## src/rtl/ctech_lib_rr_arb.sv

```systemverilog
// Round-robin arbiter granting one shared ctech resource to one of N requesters,
// with registered one-hot grant, release/request-drop exit and optional hold timeout.
module ctech_lib_rr_arb #(
  parameter int N        = 4,
  parameter int MAX_HOLD = 15,
  localparam int IDW     = $clog2(N)
) (
  input  logic           clk,
  input  logic           rst_b,
  input  logic [N-1:0]   req,
  input  logic           rel,
  output logic [N-1:0]   gnt,
  output logic           gnt_vld,
  output logic [IDW-1:0] gnt_id,
  output logic           timeout
);

  // A zero MAX_HOLD still needs a legal counter width; the counter is then unused.
  localparam int HCW = (MAX_HOLD > 0) ? $clog2(MAX_HOLD + 1) : 1;

  typedef enum logic {IDLE, GRANT} state_e;

  state_e         state_q, state_d;
  logic [N-1:0]   gnt_q, gnt_d;
  logic           vld_q, vld_d;
  logic [IDW-1:0] gnt_id_q, gnt_id_d;
  logic [IDW-1:0] ptr_q, ptr_d;
  logic [HCW-1:0] hold_q, hold_d;
  logic           tmo_q, tmo_d;

  logic           found;
  logic [IDW-1:0] win;
  logic [IDW:0]   srch_idx;
  logic           rel_exit;
  logic           tmo_exit;

  // Search order ptr, ptr+1, ..., wrapping modulo N; first set request wins.
  always_comb begin
    found    = 1'b0;
    win      = '0;
    srch_idx = '0;
    for (int k = 0; k < N; k++) begin
      srch_idx = {1'b0, ptr_q} + (IDW+1)'(k);
      if (srch_idx >= (IDW+1)'(N)) srch_idx = srch_idx - (IDW+1)'(N);
      if (!found && req[srch_idx[IDW-1:0]]) begin
        found = 1'b1;
        win   = srch_idx[IDW-1:0];
      end
    end
  end

  assign rel_exit = rel || !req[gnt_id_q];
  assign tmo_exit = (MAX_HOLD != 0) && (hold_q == HCW'(MAX_HOLD));

  always_comb begin
    state_d  = state_q;
    gnt_d    = gnt_q;
    vld_d    = vld_q;
    gnt_id_d = gnt_id_q;
    ptr_d    = ptr_q;
    hold_d   = hold_q;
    tmo_d    = 1'b0;
    unique case (state_q)
      IDLE: begin
        if (found) begin
          gnt_d      = '0;
          gnt_d[win] = 1'b1;
          vld_d      = 1'b1;
          gnt_id_d   = win;
          hold_d     = HCW'(1);
          state_d    = GRANT;
        end
      end
      GRANT: begin
        if (rel_exit || tmo_exit) begin
          gnt_d   = '0;
          vld_d   = 1'b0;
          ptr_d   = (gnt_id_q == IDW'(N - 1)) ? '0 : gnt_id_q + IDW'(1);
          // An owner-initiated exit in the same cycle is not a forced revoke.
          tmo_d   = tmo_exit && !rel_exit;
          state_d = IDLE;
        end else begin
          hold_d = hold_q + HCW'(1);
        end
      end
      default: state_d = IDLE;
    endcase
  end

  always_ff @(posedge clk or negedge rst_b) begin
    if (!rst_b) begin
      state_q  <= IDLE;
      gnt_q    <= '0;
      vld_q    <= 1'b0;
      gnt_id_q <= '0;
      ptr_q    <= '0;
      hold_q   <= '0;
      tmo_q    <= 1'b0;
    end else begin
      state_q  <= state_d;
      gnt_q    <= gnt_d;
      vld_q    <= vld_d;
      gnt_id_q <= gnt_id_d;
      ptr_q    <= ptr_d;
      hold_q   <= hold_d;
      tmo_q    <= tmo_d;
    end
  end

  assign gnt     = gnt_q;
  assign gnt_vld = vld_q;
  assign gnt_id  = gnt_id_q;
  assign timeout = tmo_q;

endmodule
```

## config.mk

```make
export PLATFORM = sky130hd
export DESIGN_NAME = ctech_lib_rr_arb
export DESIGN_NICKNAME = d
export VERILOG_FILES = /design/src/rtl/ctech_lib_rr_arb.sv
export SDC_FILE = /design/constraint.sdc
export NUM_CORES = 1
export LEC_CHECK = 0
export ABC_AREA = 1
export CAP_MARGIN = 20
export CORE_ASPECT_RATIO = 1.25
export CORE_UTILIZATION = 30
export DETAILED_ROUTE_END_ITERATION = 16
export RECOVER_POWER = 100
export SYNTH_ARGS = -nofsm -noshare
export SYNTH_HDL_FRONTEND = slang
export SYNTH_SLANG_ARGS = --single-unit
```

## constraint.sdc

```tcl
create_clock -name clk -period 1.8 [get_ports clk]
set_clock_uncertainty 0.15 [all_clocks]
set_input_delay 0.36 -clock clk [delete_from_list [all_inputs] [get_ports clk]]
set_output_delay 0.36 -clock clk [all_outputs]
set_load 0.05 [all_outputs]
```

; Yosys cells after proc, flatten, opt, wreduce, memory -nomap -nowiden
; Cells that the tools add are included.
[word_totals]
ff_bits = 15
out_inout_bits = 8
word_cells = 88
[classes]
addsub = 9
magnitude_cmp = 11
n_eq_ne = 5
muxes = 39
bitwise_logic = 1
n_reduce_logical = 16
[op_table]
columns = cell, n
row1 = "less-than comparator 2 x 3 -> 1 bit, second input constant", 6
row2 = two-way mux 2 bit, 9
row3 = two-way mux 1 bit, 16
row4 = two-way mux 4 bit, 4
row5 = case mux 4 bit (2 select lines), 2
row6 = binary-select mux 1 bit (select 2 bit), 5
row7 = "greater-or-equal comparator 3 bit, second input constant", 3
row8 = AND reduction 2 bit, 4
row9 = "subtractor 2 x 1 -> 2 bit, second input constant", 4
row10 = "adder 2 x 2 -> 3 bit, second input constant", 2
row11 = logical AND 1 bit, 5
row12 = zero test 1 bit, 5
row13 = "adder 4 x 1 -> 4 bit, second input constant", 1
row14 = "equality test 4 bit, second input constant", 1
row15 = "inequality test 2 bit, second input constant", 2
row16 = case mux 1 bit (2 select lines), 2
row17 = "adder 2 x 1 -> 3 bit, second input constant", 1
row18 = "greater-or-equal comparator 2 x 3 -> 1 bit, second input constant", 1
row19 = "adder 2 x 1 -> 2 bit, second input constant", 1
row20 = demux 1 bit (select 2 bit), 1
row21 = "equality test 2 bit, second input constant", 1
row22 = "greater-or-equal comparator 2 x 1 -> 1 bit, second input constant", 1
row23 = logical OR 1 bit, 2
row24 = "inequality test 2 x 1 -> 1 bit, second input constant", 1
row25 = inverter 1 bit, 1

; Longest topological paths before layout
; Gate-level depths: netlist of the first run.
[logic_depth]
word_depth = 20
depth_mapped = 13
depth_no_buf = 12

; Worst setup path after synthesis of the first run
; Ideal clock, no wire load.
[synth_path]
path_type = register to register
startpoint = reg gnt_id_q[0] (netlist: gnt_id[0])
endpoint = reg hold_q[0]
t_arrival_ns = 1.461
required_ns = 1.584
path_slack_ns = 0.124
stages_incl_launch_ff = 8
path_buffers = 0
period_less_slack_ns = 1.676
cell_sequence = dfrtp_1 -> a21oi_1 -> o21ai_0 -> nand2_1 -> nand4_1 -> nand2_1 -> nand2_1 -> nand2_1
[synth_via]
elab_chain_len = 7
[synth_rtl]
columns = item, line
row1 = start: declaration, 26  ; logic [IDW-1:0] gnt_id_q, gnt_id_d;
row2 = start signal: assignment, 103  ; gnt_id_q <= gnt_id_d;
row3 = binary-select mux 1 bit (select 2 bit), 52  ; assign rel_exit = rel || !req[gnt_id_q];
row4 = two-way mux 1 bit (implied by the code), 52
row5 = zero test 1 bit, 52
row6 = logical OR 1 bit, 52
row7 = logical OR 1 bit, 75  ; if (rel_exit || tmo_exit) begin
row8 = inequality test 2 bit (no source line), n/a
row9 = AND reduction 2 bit (no source line), n/a
row10 = end signal: assignment, 105  ; hold_q <= hold_d;
row11 = end: declaration, 28  ; logic [HCW-1:0] hold_q, hold_d;
; No other way between the ends. The select of a mux whose other input is x is not followed.
; A chain may end at the register's enable or synchronous reset.

; Worst setup path in the final report of the first run
[layout_path]
startpoint = reg ptr_q[0]
endpoint = reg gnt_q[2] (netlist: gnt[2])
[layout_via]
elab_chain_len = 20
elab_cells_between_ends = 46
cone_classes = add/sub (7) / order compare (6) / eq/ne (1) / mux (24) / reduce/logical (8)
[layout_rtl]
columns = item, line
row1 = start: declaration, 27  ; logic [IDW-1:0] ptr_q, ptr_d;
row2 = start signal: assignment, 104  ; ptr_q <= ptr_d;
row3 = branches (longest 20 deep; another with adder 2 x 1 -> 3 bit), n/a
row4 = end signal: assignment, 101  ; gnt_q <= gnt_d;
row5 = end: declaration, 24  ; logic [N-1:0] gnt_q, gnt_d;
; Several ways; the timed one is not identified. The select of a mux whose other input is x is not followed.

==> results of run 1 <==
## worst min-delay path, cell delays in order, from the launching register on
cell     delay [ns]
dfrtp_1        0.35
nand2_1        0.05
nand2_1        0.05
## power breakdown
part	internal, mW	total (mW)	switching, mW
sequential	0.478	0.616	0.138
clock	0.156	0.269	0.112
combinational	0.604	1.72	1.12
## how the worst max path moves through the flow
stage	start	endpoint	slack, ns	cells after the start
floorplan	gnt_id[0]	hold_q[0]	0.12	7
global placement	req[1]	hold_q[3]	-0.24	9
detailed placement	req[1]	hold_q[2]	-0.27	9
CTS	req[2]	gnt[2]	0.01	11
global route	ptr_q[0]	gnt[3]	-0.02	11
finish	ptr_q[0]	gnt[2]	0.08	11
## metrics by stage
stage / hold slack, ns / std cells
2_1_floorplan: -0.0856 / 146
3_3_place_gp: 0.307 / 206
3_5_place_dp: 0.326 / 206
4_1_cts: 0.280 / 212
5_1_grt: 0.349 / 214
6_report: 0.335 / 214
## logic make-up (layout without fill, tap and decap cells)
family	Yosys count	count (layout)
adder cells (fa/ha/maj)	2	2
XOR/XNOR	1	1
AO/OA/AOI/OAI	7	7
AND/OR/NAND/NOR	102	103
buffers and inverters	19	49
flip-flops	15	15
## synth_stat cells, drive strengths merged
cell / instances / area share (%)
xor2: 1 / 0.87
o211ai: 1 / 0.74
nand2: 66 / 27
a31oi: 1 / 0.62
o21ai: 4 / 2.0
nor3: 1 / 0.50
buf: 3 / 3.3
nand3: 21 / 12
nor2: 13 / 5.8
nand4: 1 / 0.62
inv: 16 / 5.9
a21oi: 1 / 0.50
ha: 2 / 2.5
dfrtp: 15 / 37
## sequential cells by signal, summed over array words and instances, names as in the netlist
signal   flops
state_q      1
gnt_vld      1
gnt          4
hold_q       4
timeout      1
ptr_q        2
gnt_id       2
## repair_timing
| item | CTS | global route |
|---|---|---|
| resized for setup | 1 | 13 |
| endpoints found under the setup margin | 3 | 11 |
| pin swaps | 0 | 3 |
| hold buffers | 0 | 0 |
| gates cloned | 0 | 1 |
| setup buffers | 2 | 1 |
## layout make-up
cell class	instances	area (sq um)
Clock buffer	4	45.0
Fill cell	326	1890
Sequential cell	15	377
Multi-Input combinational cell	113	564
Tap cell	37	46.3
Timing Repair Buffer	29	215
Inverter	16	60.1
## metal layers
metal	up-vias	GRT usage, %	share of wire (%)
met5	-	0	0
met4	0	3.95	0.34
met3	2	2.05	2.7
met2	16	25.9	53
met1	444	17.1	44
li1	520	-	-
==> impl_metrics.ini, run 1 <==
[sta]
fin_tns_setup_ns = 0
worst_slack_ns = 0.0809
relSlewSlack_pct = 47.0
rsz0062_at_grt = true
hold_viol = 0
fin_crit_sh_pct = 95.5
drv_slew = 0
tightest_slew_ns = 0.796
period_minus_slack_ns = 1.72
setup_viol = 0
max_freq_ghz = 0.582

[setup_path]
r2r-start = ptr_q[0]
arrival_ns = 1.75
r2r_slack_ns = 0.08
r2r-end = gnt[2]
cp-start-kind = flip-flop
path_common_cell = nand2_2
cp.buffers_inverters = 2
cp_max_fo = 5
cp.required_ns = 1.83
endpoint_kind = flip-flop
crit_path_max_incr_delay_ns = 0.44
critPathSlowestCell = dfrtp_2
crit_type = reg -> reg
cpLargestDelayFamily = simple AND/OR/NAND/NOR gates
reg2reg_depth = 11
path_cells = buf_4 > nand2_2 > nand2_2 > nand2_2 > nand2_2 > nor2_4 > nand3_4 > nand2_4 > buf_4 > nand3_1 > nand2_1

[worst_hold_path]
min_to = gnt_vld
hp-start = gnt_vld
hold_class = reg -> reg
hold-path-cell-count = 2

[drt]
dr_total_vias = 982
drtIter0Drc = 11
postRouteAntennaNets = 0
drt-total-wl_microns = 2340
wire_per_inst_microns = 10.9
remaining_drc_errors = 0
drtPass1Iterations = 4
vias_per_cell = 4.59

[cts]
htree_levels = 1
cts-root-buf = clkbuf_8
clkTransAtPathRegs_ns = 0.06
numClockSinks = 15
cts_buffer_depth = 2
cts_tree = yes
cts_made_buffers = 3
clk_latency_ns = 0.24

[floorplan]
die_height_microns = 66.9
dieArea_sq_um = 3600
initial_utilization_pct = 31.6
fp-row-count = 23
coreArea_sq_um = 3190
ioPinCount = 15
die_w_microns = 53.9

[global_routing]
grt_pass1_vias = 914
grt_util_all_layers_pct = 14.4
antenna_found_initial = 0
grt_max_degree = 16
grt_first_pass_wirelength_microns = 3790
grt_overflow_total = 0

[power_and_ir_drop]
p_per_area_nw_per_um2 = 1990
peakVddDrop_v = 0.000898
leakagePower_nw = 0.749
power_mw = 2.60

[run_status]
status = finished clean

[logic_synthesis]
synth.area.mux_share_pct = 0
yosys_register_bits = 15
synthSimpleGateAreaFrac_pct = 46.3
ys_types = 23
synth_xor_area_share_pct = 0.867
ys_seq_area_share_pct = 37.2
synth_cells = 146
synth_top_family_by_area = simple AND/OR/NAND/NOR gates
syn_area_sq_um = 1010
yosysWarnings = 0
synth_nets = 155
synth-compound-area-share_pct = 3.84
avgSynthCellArea_sq_um = 6.92
synth-adder-area-share_pct = 2.48

[layout]
diodes = 0
final_util_pct = 40.9
design_area_sq_um = 1310
area_delta_synth_final_pct = 29.5
fin_nets = 187
layout_common_cells = nand2_1, nand3_1, buf_4
final_common_cell = nand2_1
drive_gt1_share_pct = 24.9

[placed_design]
port_buffers = 14
place_area_sq_um = 1260
finalWeightedCongestion = 0.796
hpwl_microns = 1820
place_ws_ns = -0.270

[job]
cap_violations = 0
No activity file was read; power rests on OpenSTA's default activity.
==> run 2: changes to the inputs <==
--- a/config.mk
+++ b/config.mk
@@ -8,8 +8,9 @@
 export ABC_AREA = 1
 export CAP_MARGIN = 20
 export CORE_ASPECT_RATIO = 1.25
-export CORE_UTILIZATION = 30
+export CORE_UTILIZATION = 52
 export DETAILED_ROUTE_END_ITERATION = 16
+export PLACE_DENSITY = 0.76
 export RECOVER_POWER = 100
 export SYNTH_ARGS = -nofsm -noshare
 export SYNTH_HDL_FRONTEND = slang
==> impl_metrics.ini, run 2 (same netlist as run 1, synthesis figures left out) <==
[global_routing]
antenna_found_initial = 0
grt_first_pass_wirelength_microns = 3820
grt_max_degree = 16
grt_overflow_total = 0
grt_util_all_layers_pct = 23.3
grt_pass1_vias = 911

[setup_path]
endpoint_kind = flip-flop
crit_type = in -> reg
crit_path_max_incr_delay_ns = 0.48
cp_max_fo = 8
critPathSlowestCell = clkdlybuf4s50_1
r2r_slack_ns = 0.08
reg2reg_depth = 11
r2r-start = ptr_q[0]
r2r-end = gnt[0]
path_cells = clkdlybuf4s50_1 > inv_1 > nand2_1 > nand3_1 > nand2_2 > inv_1 > nand3_2 > nand2_4 > buf_6 > nand3_2 > nand2_2
arrival_ns = 1.78
cp-start-kind = input port
cp.required_ns = 1.84

[layout]
area_delta_synth_final_pct = 31.7
final_common_cell = nand2_1
drive_gt1_share_pct = 31.4
multiInputGateArea_sq_um = 598
diodes = 0
regArea_sq_um = 378
layout_common_cells = nand2_1, nand3_1, nand2_2, dfrtp_1, inv_1
design_area_sq_um = 1330
fin_nets = 185
nFillCells = 127
final_util_pct = 74.4

[floorplan]
initial_utilization_pct = 56.5
ioPinCount = 15
dieArea_sq_um = 2120
coreArea_sq_um = 1790
fp-row-count = 17
die_height_microns = 51.3
die_w_microns = 41.4

[sta]
drv_slew = 0
rsz0062_at_grt = true
max_freq_ghz = 0.573
period_minus_slack_ns = 1.74
tightest_slew_ns = 0.800
hold_viol = 0
setup_viol = 0
fin_crit_sh_pct = 96.9
relSlewSlack_pct = 46.7
worst_slack_ns = 0.0563

[cts]
cts-root-buf = clkbuf_4
htree_levels = 1
clk_latency_ns = 0.29
hold_buffers = 0
cts_tree = yes
cts_buffer_depth = 2
clkTransAtPathRegs_ns = 0.09
numClockSinks = 15
cts_made_buffers = 3

[power_and_ir_drop]
peakVddDrop_v = 0.00115
p_per_area_nw_per_um2 = 2050
leakagePower_nw = 0.750

[worst_hold_path]
hold_class = reg -> reg
min_to = gnt_vld
hp-start = gnt_vld
hold-path-cell-count = 2

[drt]
postRouteAntennaNets = 0
dr_total_vias = 956
vias_per_cell = 4.93
drtIter0Drc = 12
drtPass1Iterations = 4
remaining_drc_errors = 0
drt-total-wl_microns = 2280
wire_per_inst_microns = 11.7

[placed_design]
finalWeightedCongestion = 0.892
place_area_sq_um = 1210
place_ws_ns = -0.254
port_buffers = 14
hpwl_microns = 1670

[run_status]
status = finished clean

[job]
cap_violations = 0
-- run 2: cell count changes in the layout (fill, tap and decap cells not counted), sizes merged --
cell,delta
buf,-1
clkdlybuf4s50,+1
dlymetal6s2s,-1
nand2,-1
-- run 2: worst max path at each step --
stage	start	end	slack, ns	cells past startpoint
floorplan	gnt_id[0]	hold_q[0]	0.12	7
global placement	req[0]	gnt[0]	-0.22	11
detailed placement	req[0]	gnt[0]	-0.25	11
CTS	ptr_q[0]	hold_q[0]	0.03	10
global route	ptr_q[0]	hold_q[0]	-0.04	11
finish	req[3]	gnt[0]	0.06	11
-- run 2: what timing repair did --
item / CTS / global route
buffers inserted: 0 / 5
gates resized for setup: 0 / 31
setup endpoints to repair: 0 / 12
-- run 2: per-layer routing --
layer / track usage [%] / part of all wire (%) / wire, microns / up-vias
met5: 0 / 0 / 0 / -
met4: 9.14 / 2.4 / 55 / 0
met3: 3.18 / 2.1 / 47 / 6
met2: 43.2 / 53 / 1200 / 11
met1: 26.5 / 43 / 976 / 422
li1: - / - / - / 517
-- run 2: where the power goes --
| part | internal [mW] | switching (mW) | leakage (nW) |
|---|---|---|---|
| Clock | 0.0862 | 0.109 | 0.0150 |
| Sequential | 0.480 | 0.145 | 0.188 |
| Combinational | 0.729 | 1.18 | 0.547 |
-- run 2: stage by stage --
stage                     hold slack [ns]  setup TNS (ns)  total power [mW]  instances
after floorplan                   -0.0856               0              1.83        146
after global placement              0.308           -2.31              2.26        185
after detailed placement            0.313           -2.77              2.30        185
after CTS                           0.231               0              2.50        189
after global routing                0.362          -0.239              2.97        194
final                               0.327               0              2.73        194
-- run 2: final cells by class --
class / count / share of cell area [%]
multi-input combinational: 112 / 45.0
sequential: 15 / 28.4
timing repair buffer: 28 / 18.0
inverter: 16 / 4.89
clock buffer: 4 / 1.98
tap: 19 / 1.79
-- run 2: critical path, delay by kind of cell --
| family | cells | cell delay [ns] |
|---|---|---|
| buffers and inverters | 4 | 0.78 |
| and+or+nand+nor | 7 | 0.64 |
